`src/rtl/adder_pkg.sv`:
```
// adder_pkg: shared defaults, op encoding and result flags for adder_pipelined
package adder_pkg;
  localparam int WIDTH_DEF = 32;
  localparam int STAGES_DEF = 4;
  typedef enum logic {OP_ADD = 1'b0, OP_SUB = 1'b1} op_e;
  typedef struct packed {
    logic carry_out;
    logic overflow;
    logic zero;
  } flags_t;
endpackage

```
`src/rtl/adder_slice.sv`:
```
// adder_slice: one registered SW-bit carry-chain stage of adder_pipelined
// clk, rst_n (sync, active-low), en_i (pipeline advance), valid_i/valid_o (stage valid),
// cin_i/cout_o (chain carry), cm_o (carry into this slice's MSB),
// x_i/x_o (operand a with finished sum bits spliced in), y_i/y_o (conditioned operand b plus sideband).
module adder_slice #(
  parameter int W  = 32,
  parameter int SW = 8,
  parameter int K  = 0,
  parameter int YW = 32
) (
  input  logic          clk,
  input  logic          rst_n,
  input  logic          en_i,
  input  logic          valid_i,
  input  logic          cin_i,
  input  logic [W-1:0]  x_i,
  input  logic [YW-1:0] y_i,
  output logic          valid_o,
  output logic          cout_o,
  output logic          cm_o,
  output logic [W-1:0]  x_o,
  output logic [YW-1:0] y_o
);
  logic [SW:0] t;
  logic [W-1:0] x_d;
  logic cm_d;
  logic valid_q, c_q, cm_q;
  logic [W-1:0] x_q;
  logic [YW-1:0] y_q;
  always_comb begin
    t = {1'b0, x_i[K*SW +: SW]} + {1'b0, y_i[K*SW +: SW]} + {{SW{1'b0}}, cin_i};
    x_d = x_i;
    x_d[K*SW +: SW] = t[SW-1:0];
    cm_d = x_i[K*SW+SW-1] ^ y_i[K*SW+SW-1] ^ t[SW-1];
  end
  always_ff @(posedge clk) begin
    if (!rst_n) begin
      valid_q <= 1'b0;
      c_q <= 1'b0;
      cm_q <= 1'b0;
      x_q <= '0;
      y_q <= '0;
    end else if (en_i) begin
      valid_q <= valid_i;
      c_q <= t[SW];
      cm_q <= cm_d;
      x_q <= x_d;
      y_q <= y_i;
    end
  end
  assign valid_o = valid_q;
  assign cout_o = c_q;
  assign cm_o = cm_q;
  assign x_o = x_q;
  assign y_o = y_q;
endmodule

```
`src/rtl/adder_pipelined.sv`:
```
// adder_pipelined: STAGES-deep pipelined signed adder/subtractor with valid/ready flow control
// clk, rst_n (sync, active-low); in_valid/in_ready, a, b, carry_in, sub (0 add, 1 a-b);
// out_valid/out_ready, sum, carry_out, overflow, zero.
// ADDER_PIPELINED_SAT_EN adds input sat: clamp overflowing results to the signed max/min.
module adder_pipelined
  import adder_pkg::*;
#(
  parameter int WIDTH  = WIDTH_DEF,
  parameter int STAGES = STAGES_DEF
) (
  input  logic             clk,
  input  logic             rst_n,
  input  logic             in_valid,
  output logic             in_ready,
  input  logic [WIDTH-1:0] a,
  input  logic [WIDTH-1:0] b,
  input  logic             carry_in,
  input  logic             sub,
`ifdef ADDER_PIPELINED_SAT_EN
  input  logic             sat,
`endif
  output logic             out_valid,
  input  logic             out_ready,
  output logic [WIDTH-1:0] sum,
  output logic             carry_out,
  output logic             overflow,
  output logic             zero
);
  localparam int SW = WIDTH / STAGES;
`ifdef ADDER_PIPELINED_SAT_EN
  localparam int YW = WIDTH + 1;
`else
  localparam int YW = WIDTH;
`endif
  op_e op;
  flags_t f;
  logic v_w [STAGES+1];
  logic c_w [STAGES+1];
  logic cm_w [STAGES];
  logic [WIDTH-1:0] x_w [STAGES+1];
  logic [YW-1:0] y_w [STAGES+1];
  assign op = op_e'(sub);
  assign in_ready = !out_valid | out_ready;
  assign v_w[0] = in_valid;
  assign c_w[0] = (op == OP_SUB) ? 1'b1 : carry_in;
  assign x_w[0] = a;
`ifdef ADDER_PIPELINED_SAT_EN
  assign y_w[0] = {sat, (op == OP_SUB) ? ~b : b};
`else
  assign y_w[0] = (op == OP_SUB) ? ~b : b;
`endif
  for (genvar k = 0; k < STAGES; k++) begin : g_s
    adder_slice #(.W(WIDTH), .SW(SW), .K(k), .YW(YW)) u_slice (
      .clk(clk),
      .rst_n(rst_n),
      .en_i(in_ready),
      .valid_i(v_w[k]),
      .cin_i(c_w[k]),
      .x_i(x_w[k]),
      .y_i(y_w[k]),
      .valid_o(v_w[k+1]),
      .cout_o(c_w[k+1]),
      .cm_o(cm_w[k]),
      .x_o(x_w[k+1]),
      .y_o(y_w[k+1])
    );
  end
  always_comb begin
    f.carry_out = c_w[STAGES];
    f.overflow = cm_w[STAGES-1] ^ c_w[STAGES];
`ifdef ADDER_PIPELINED_SAT_EN
    // a carry out on overflow means both operands were negative
    sum = (y_w[STAGES][WIDTH] & f.overflow) ?
          (f.carry_out ? {1'b1, {(WIDTH-1){1'b0}}} : {1'b0, {(WIDTH-1){1'b1}}}) : x_w[STAGES];
`else
    sum = x_w[STAGES];
`endif
    // gated so that the flag reads 0 out of reset and on bubbles
    f.zero = out_valid & (sum == '0);
  end
  assign out_valid = v_w[STAGES];
  assign carry_out = f.carry_out;
  assign overflow = f.overflow;
  assign zero = f.zero;
endmodule

```
`config.mk`:
```
export PLATFORM = sky130hd
export DESIGN_NAME = adder_pipelined
export DESIGN_NICKNAME = d
export VERILOG_FILES = /design/src/rtl/adder_pkg.sv /design/src/rtl/adder_slice.sv /design/src/rtl/adder_pipelined.sv
export SDC_FILE = /design/constraint.sdc
export NUM_CORES = 1
export LEC_CHECK = 0
export BUFFER_PORTS_ARGS = -buffer_cell sky130_fd_sc_hd__buf_2
export CAP_MARGIN = 20
export CORE_MARGIN = 3
export CORE_UTILIZATION = 34
export CTS_CLUSTER_SIZE = 24
export DETAILED_ROUTE_END_ITERATION = 10
export GPL_ROUTABILITY_DRIVEN = 1
export SLEW_MARGIN = 15
export SYNTH_ARGS = -nofsm -noshare
export SYNTH_HDL_FRONTEND = slang
export SYNTH_SLANG_ARGS = --single-unit
```
`constraint.sdc`:
```
create_clock -name clk -period 4 [get_ports clk]
set_input_delay 1 -clock clk [delete_from_list [all_inputs] [get_ports clk]]
set_output_delay 1 -clock clk [all_outputs]
set_load 0.02 [all_outputs]
```
After elaboration in Yosys (flattened, before gate mapping):

Index checks and enable logic that the tools add are counted.

* register bits: 233
* memories kept: 0
* output and inout bits: 37
* bits in read-only memories: 0
* memory bits (writable): 0
* bits in latches: 0
* logic and storage cells: 34

* $add $sub $neg: 8
* reduce and logical (&&, ||, !) cells: 2
* bitwise gates (word level): 6
* $lt $le $gt $ge: 0
* equal/unequal tests: 0
* shift-type cells: 0
* multipliers: 0
* muxes and demuxes: 2
* divide/modulo/power cells: 0

Operators by type and width (count)
* 8-bit by 8-bit adder with 9-bit output: 4
* 9-bit by 1-bit adder with 9-bit output: 4
* 32-bit zero test: 1
* 32-bit two-way mux: 1
* 32-bit inverter: 1
* 1-bit bitwise XOR: 3
* 1-bit bitwise AND: 1
* 1-bit zero test: 1
* 1-bit two-way mux: 1
* 1-bit bitwise OR: 1

Depth between registers and ports, before layout:

Gate-level depths: netlist of the first run.

* depth in word-level cells: 4
* gate-level depth with buffers: 9
* gate-level depth less buffers: 7

Modules after synthesis:

From an unflattened synthesis of the first run, not the netlist that was laid out.

* cells, all modules: 1089
* area total of the unflattened synthesis: 11329.6 um2

By module, submodules not included
* adder_slice (g_s[0].u_slice ...): cells each 260, sequential area each 1341.3 um2, instances 2, area each 2691.3 um2
* adder_slice (g_s[3].u_slice): cells each 257, sequential area each 1341.3 um2, instances 1, area each 2829.0 um2
* adder_slice (g_s[2].u_slice): cells each 261, sequential area each 1341.3 um2, instances 1, area each 2703.8 um2
* adder_pipelined: cells each 51, sequential area each 0.0 um2, instances 1, area each 414.1 um2

Worst setup path after synthesis of the first run:

No wires, ideal clock.

* kind: input port to flip-flop
* start point: input port sub
* end point: register g_s[0].u_slice.x_q[6]
* path buffers: 2
* setup slack: 586 ps
* stages on the path: 9
* arrival: 3289 ps
* cell sequence: buf_2 > buf_2 > or2_2 > fa_1 > fa_1 > a211o_1 > a211oi_1 > nor3_1 > nand3b_1

* longest elaborated chain between the ends: 3

Ends and longest elaborated chain
* start: declaration: line adder_pipelined.sv:18 `input logic sub,`
* 32-bit two-way mux: line adder_pipelined.sv:50 `assign y_w[0] = (op == OP_SUB) ? ~b : b;`
* 8-bit by 8-bit adder with 9-bit output: line adder_slice.sv:31 `t = {1'b0, x_i[K*SW +: SW]} + {1'b0, y_i[K*SW +: SW]} + {{SW{1'b0}}, cin_i};`
* 9-bit by 1-bit adder with 9-bit output (*): line adder_slice.sv:31
* end signal: assignment: line adder_slice.sv:41 `x_q <= '0;`
* end signal: assignment: line adder_slice.sv:47 `x_q <= x_d;`
* end: declaration: line adder_slice.sv:28 `logic [W-1:0] x_q;`

Every way passes the cells marked *; elsewhere a longest branch is shown, timed or not.
A chain may end at the register's enable or synchronous reset.

Worst setup path after layout of the first run:

* start point: input port sub
* end point: register g_s[0].u_slice.c_q

* longest elaborated chain between the ends: 3

Ends and longest elaborated chain
* 32-bit two-way mux: line adder_pipelined.sv:50
* 8-bit by 8-bit adder with 9-bit output: line adder_slice.sv:31
* 9-bit by 1-bit adder with 9-bit output (*): line adder_slice.sv:31
* end signal: assignment: line adder_slice.sv:45 `c_q <= t[SW];`
* end: declaration: line adder_slice.sv:27 `logic valid_q, c_q, cm_q;`

Marked as above.

==> results.txt, run 1 <==
top cells by area, synth -> dfxtp_1, nand2_1, a21oi_1
fin area -> 9490 um2
Slew Limit Fails -> 0
initial antenna violation count -> 0
Main synth FF type -> dfxtp_1
multi-input logic area -> 4090 um2
maximum clock rate -> 342 MHz
outcome -> complete, no violations
CP Data Required Time -> 4310 ps
DRC Markers -> 0
post-DP HPWL -> 13.4 mm
max-cap check violation count -> 0
mean post-synth cell area -> 8.27 um2
DRT iter0 DRCs -> 425
clock buffer depth -> 2
Total Wirelength -> 19.7 mm
most frequent cells in the layout -> nand2_1, dfxtp_1, a21oi_1, buf_2
final setup TNS -> 0 ps
hold buffers post-CTS -> 0
Post-synth ARST share -> 0%
FP Rows -> 55
Worst-path clk slew -> 70 ps
kind of critical path -> primary input to flip-flop
Detailed Routing Iterations Pass 1 -> 4
Post-synth EDFFs -> 0
Post CTS Setup Buffer Count -> 0
vias per inst -> 4.91
Initial Util -> 35.3%
die height -> 161 um
area leader, netlist -> dfxtp_1
Die X -> 161 um
share of the synthesized area in the top cell type -> 45.6%
post-synth cell types -> 43
Post-DP Area -> 8860 um2
Storage cell area -> 3700 um2
Overflow after GRT -> 0
H-tree levels -> 4
worst skew pair latency -> 430 ps
filler instances -> 2,403
Routed Antenna Nets -> 0
cts bufs inserted -> 17
pwr dens -> 452 nW/um2
CP endpoint kind -> flip-flop
Antenna diodes -> 0
Rel. slew slack -> 39.3%
leakage -> 0.00398 uW
minimum clock period -> 2920 ps
CTS sink count -> 185
clock skew -> 8.80 ps
CP Launch Type -> primary input
Final Hold Violating Endpoints -> 0
core area -> 23,100 um2
Buffers on Ports -> 106
synthesis-stage register bit count -> 185
detailed-route via count -> 6,770
CTS tree -> yes
cell area after synthesis -> 8130 um2
Least-Margin Pin Slew -> 910 ps
CTS root buf -> clkbuf_16
Worst EP arrival -> 3230 ps
DIE AREA -> 25,800 um2
share of the yosys chip area belonging to registers -> 45.6%
final worst path period share -> 73.0%
worst hold path type -> flip-flop to flip-flop
commonest non-fill, non-tap cell in the layout -> nand2_1
global-route wire length before repair -> 32.5 mm
share of cells above drive strength 1 -> 15.2%
DR WL/cell -> 14.3 um
Final setup viols -> 0
post-synthesis instance total -> 983
post-synthesis net count -> 1,089
GP Congestion -> 0.846
I/O Pins -> 107
layout net count -> 1,158
Ys Warns -> 0
vias in the first global route -> 6,519
area grow syn2layout -> 16.7%
Max VDD drop -> 0.221 mV
gr usage total -> 15.4%
RSZ-0062 raised after global routing -> false
Resized cells post-CTS -> 0
Max Fanout on Critical Path -> 3
largest net degree at the start of global routing -> 89
==> through the flow <==
stage / power, uW / cells / util (%) / setup slack, ps / hold slack, ps
3_5_place_dp: 2550 / 1346 / 38.4 / 643 / 445
3_3_place_gp: 2550 / 1346 / 38.4 / 683 / 438
2_1_floorplan: 2400 / 983 / - / 586 / 432
4_1_cts: 4320 / 1378 / 41.1 / 1110 / 454
6_report: 4280 / 1378 / 41.1 / 1080 / 451
5_1_grt: 4480 / 1378 / 41.1 / 944 / 469
==> cells in the mapped netlist, types with 11 or more instances <==
cell / instances
ha_1: 28
a21oi_1: 142
o211ai_1: 11
o21a_1: 12
buf_1: 14
xnor2_1: 25
a211oi_1: 39
nand2_1: 266
nand4b_1: 12
clkbuf_1: 20
nor2_1: 39
dfxtp_1: 185
buf_2: 35
nand3_1: 22
inv_1: 11
==> flip-flops by register name (all words and copies together) (netlist names) <==
name,flops
g_s.u_slice.x_o,128
g_s.u_slice.valid_o,4
g_s.u_slice.y_o,48
g_s.u_slice.cout_o,4
g_s.u_slice.cm_o,1
==> where the power goes <==
group	switching [uW]	internal, uW
Sequential	75.7	1960
Combinational	264	209
Clock	812	961
Total	1150	3130
==> cell families (layout without fill, tap and decap cells) <==
group	count (synthesis)	in the layout	share of synthesized area, %
mux	4	4	0.492
simple gates	395	395	20.9
compound gates	247	247	18.7
flops	185	185	45.6
fa+ha+maj	36	36	6.28
buf+inv	81	163	4.28
xor+xnor	35	35	3.77
==> layout make-up <==
cell class | count | share of cell area (%)
well taps | 313 | 4.13
inverters | 12 | 0.554
repair buffers | 119 | 6.62
flip-flops and latches | 185 | 39.0
clock buffers | 17 | 4.48
multi-input cells | 717 | 43.1
clock inverters | 15 | 2.08
==> path summary, 6_finish.rpt <==
kind,startpoint,end,slack (ps),cells past startpoint
hold / removal,g_s[0].u_slice.x_o[19],g_s[0].u_slice.x_o[19],450,2
setup reg to reg,g_s[2].u_slice.y_o[24],g_s[3].u_slice.cout_o,1670,6
setup / recovery,sub,g_s[0].u_slice.cout_o,1080,8
hold reg to reg,g_s[0].u_slice.x_o[19],g_s[0].u_slice.x_o[19],450,2
==> critical path, stage by stage <==
cell and delay [ps]:
buf_2 130, or2_2 300, fa_1 430, fa_1 440, a211o_1 290, a211oi_1 370
o31ai_1 130, o2bb2ai_1 140
==> routing by layer <==
layer	global-route usage, %	up-vias	share of wire, %	wire (um)
met4	4.30	0	1.5	288
met5	0	-	0	0
met3	3.87	20	4.3	845
met2	23.4	136	43	8520
met1	21.7	3097	51	10100
li1	-	3517	-	-
Power figures use the tool's default switching activity.
==> inputs of run 2 (changes only) <==
--- a/config.mk
+++ b/config.mk
@@ -5,6 +5,7 @@
 export SDC_FILE = /design/constraint.sdc
 export NUM_CORES = 1
 export LEC_CHECK = 0
+export ABC_AREA = 1
 export BUFFER_PORTS_ARGS = -buffer_cell sky130_fd_sc_hd__buf_2
 export CAP_MARGIN = 20
 export CORE_MARGIN = 3
==> constraint.sdc (replaced) <==
create_clock -name clk -period 2.38 [get_ports clk]
set_input_delay 0.595 -clock clk [delete_from_list [all_inputs] [get_ports clk]]
set_output_delay 0.595 -clock clk [all_outputs]
set_load 0.02 [all_outputs]
==> results.txt, run 2 <==
outcome -> complete, no violations (unchanged)
slowest stage cell on the critical path -> nor4_1 (was fa_1)
post-synthesis net count -> 1,185 (was 1,089)
Final Hold Violating Endpoints -> 0 (unchanged)
post-synthesis instance total -> 1,079 (was 983)
Max Fanout on Critical Path -> 2 (was 3)
area leader, netlist -> dfxtp_1 (unchanged)
die height -> 161 um (about the same)
Post-synth ARST share -> 0% (unchanged)
CP Data Required Time -> 1780 ps (was 4310 ps)
pwr dens -> 788 nW/um2 (was 452 nW/um2)
worst hold stages -> 3 (was 2)
cell count of the worst reg-to-reg path -> 10 (was 6)
final core utilization -> 41.0% (was 41.1%)
CP Launch Type -> flip-flop (was primary input)
RSZ-0062 raised after global routing -> false (unchanged)
detailed-route via count -> 6,576 (was 6,770)
Post-Layout Cell Count -> 1,485 (was 1,378)
final worst path period share -> 95.4%
vias in the first global route -> 5,966 (was 6,519)
commonest non-fill, non-tap cell in the layout -> nor2_1 (was nand2_1)
DRT iter0 DRCs -> 210 (was 425)
largest net degree at the start of global routing -> 138 (was 89)
switching share of power -> 24.4% (was 26.9%)
post-synth cell types -> 29 (was 43)
Worst EP arrival -> 1680 ps (was 3230 ps)
CTS root buf -> clkbuf_16 (unchanged)
combinational fraction of design power -> 11.7% (was 11.1%)
cell area after synthesis -> 8220 um2 (was 8130 um2)
worst skew pair latency -> 420 ps (was 430 ps)
Post-synth EDFFs -> 0 (unchanged)
post-DP HPWL -> 12.2 mm (was 13.4 mm)
final setup TNS -> 0 ps (unchanged)
kind of cell adding the most delay to the critical path -> simple AND/OR/NAND/NOR gates (was compound AO/OA/AOI/OAI gates)
Worst-path clk slew -> 70 ps (about the same)
Routed Antenna Nets -> 0 (unchanged)
Main synth FF type -> dfxtp_1 (unchanged)
DR WL/cell -> 12.0 um (was 14.3 um)
layout net count -> 1,259 (was 1,158)
number of cells on the critical path -> 5 (was 8)
max-cap check violation count -> 0 (unchanged)
Reg power frac -> 45.6% (was 47.6%)
initial antenna violation count -> 1 (was 0)
Total Wirelength -> 17.9 mm (was 19.7 mm)
delay of the slowest critical-path stage -> 420 ps (was 440 ps)
share of the synthesized area in the top cell type -> 45.1% (was 45.6%)
core area -> 23,600 um2 (was 23,100 um2)
crit path buf inv count -> 2 (was 1)
clock buffer depth -> 2 (unchanged)
Least-Margin Pin Slew -> 550 ps (was 910 ps)
Detailed Routing Iterations Pass 1 -> 5 (was 4)
DIE AREA -> 26,100 um2 (was 25,800 um2)
share of cells above drive strength 1 -> 13.7% (was 15.2%)
worst hold path type -> primary input to flip-flop (was flip-flop to flip-flop)
Net Sw Power -> 1870 uW (was 1150 uW)
GP Congestion -> 0.786 (was 0.846)
leakage -> 0.00492 uW (was 0.00398 uW)
I/O Pins -> 107 (unchanged)
Overflow after GRT -> 0 (unchanged)
most frequent cells in the layout -> nor2_1, dfxtp_1, o21ai_0, buf_2, nand2_1 (was nand2_1, dfxtp_1, a21oi_1, buf_2)
CP cell instances -> inv_2 -> nor4_1 -> nand4_1 -> nor2_1 -> buf_2 (was buf_2 -> or2_2 -> fa_1 -> fa_1 -> a211o_1 -> a211oi_1 -> o31ai_1 -> o2bb2ai_1)
share of the yosys chip area belonging to registers -> 45.1% (was 45.6%)
cts bufs inserted -> 17 (unchanged)
top post-synthesis cells by count -> nor2_1, dfxtp_1, o21ai_0, nand2_1, inv_1 (was nand2_1, dfxtp_1, a21oi_1, a211oi_1, nor2_1)
Buffers on Ports -> 106 (unchanged)
H-tree levels -> 4 (unchanged)
synthesis-stage register bit count -> 185 (unchanged)
Ys Warns -> 0 (unchanged)
DRC Markers -> 0 (unchanged)
Resized cells post-CTS -> 0 (unchanged)
kind of critical path -> flip-flop to primary output (was primary input to flip-flop)
Initial Util -> 34.8% (was 35.3%)
Post CTS Setup Buffer Count -> 0 (unchanged)
CP endpoint kind -> primary output (was flip-flop)
area grow syn2layout -> 17.9% (was 16.7%)
CTS tree -> yes (unchanged)
clock power share -> 42.7% (was 41.4%)
global-route wire length before repair -> 29.8 mm (was 32.5 mm)
CTS sink count -> 185 (unchanged)
minimum clock period -> 2270 ps
FP Rows -> 56 (was 55)
Die X -> 161 um (about the same)
most frequent cell after synthesis -> nor2_1 (was nand2_1)
vias per inst -> 4.43 (was 4.91)
Max VDD drop -> 0.493 mV (was 0.221 mV)
Final setup viols -> 0 (unchanged)
hold buffers post-CTS -> 0 (unchanged)
reg2reg setup slack -> 470 ps (was 1670 ps)
dpl cells -> 1,453 (was 1,346)
Rel. slew slack -> 63.3% (was 39.3%)
Int Pwr -> 5760 uW (was 3130 uW)
Antenna diodes -> 0 (unchanged)
Largest register FFs -> 128 (unchanged)
top cells by area, synth -> dfxtp_1, nor2_1, o21ai_0 (was dfxtp_1, nand2_1, a21oi_1)
maximum clock rate -> 440 MHz
clock skew -> 8.89 ps (was 8.80 ps)
gr usage total -> 13.9% (was 15.4%)
Slew Limit Fails -> 0 (unchanged)
mean post-synth cell area -> 7.61 um2 (was 8.27 um2)
## run 2: cell count changes after synthesis, sizes merged, moves of 15 or more
cell and delta:
o21ai +176, nand2 -168, a211oi -35, nand3 +15, nor2 +235, a21oi -93, inv +68
## run 2: metrics by stage
| step | instance area [um2] | power, uW | hold slack, ps | setup WS, ps |
|---|---|---|---|---|
| floorplan | 8230 | 4170 | 420 | 28.1 |
| global placement | 8990 | 4440 | 431 | 27.6 |
| detailed placement | 8990 | 4450 | 433 | 29.8 |
| CTS | 9680 | 7720 | 395 | 46.5 |
| global route | 9680 | 8010 | 419 | 16.1 |
| finish | 9680 | 7630 | 410 | 108 |
## run 2: cells by family after synthesis
group | Yosys count | share of synthesized area [%]
adder cells (fa/ha/maj) | 36 | 6.21
buffers and inverters | 144 | 8.09
flip-flops | 185 | 45.1
AO/OA/AOI/OAI | 238 | 14.7
XOR/XNOR | 45 | 4.80
AND/OR/NAND/NOR | 431 | 21.1
## run 2: per-layer routing
| layer | GRT usage (%) | share of wire, % |
|---|---|---|
| met3 | 2.90 | 3.6 |
| met2 | 19.3 | 40 |
| met1 | 21.4 | 55 |
| met5 | 0 | 0.073 |
| met4 | 4.34 | 1.4 |
## run 2: worst paths after layout
| path | end | startpoint |
|---|---|---|
| worst max-delay path | zero | g_s[3].u_slice.valid_o |
| worst min-delay path | g_s[0].u_slice.x_o[14] | a[14] |
| worst max register to register | g_s[3].u_slice.x_o[30] | g_s[2].u_slice.y_o[24] |
| worst min register to register | g_s[1].u_slice.y_o[30] | g_s[0].u_slice.y_o[30] |
## run 2: power groups by stage
stage	clock [uW]	sequential, uW	combinational [uW]
global placement	0	3550	892
CTS	3330	3480	910
floorplan	0	3550	625
finish	3260	3480	895
detailed placement	0	3550	903
global route	3460	3510	1040
## run 2: area by class of cell
cell class | instances | area [um2]
inverters | 80 | 305
repair buffers | 119 | 731
clock inverters | 12 | 233
well taps | 319 | 399
flip-flops and latches | 185 | 3700
fillers | 2461 | 13900
multi-input cells | 750 | 3850
clock buffers | 20 | 457
## run 2: tightest hold or removal path: cells and delay by family
kind,cells,cell delay (ps)
buffers and inverters,1,70
AOI/OAI and AO/OA,1,70
and+or+nand+nor,1,70
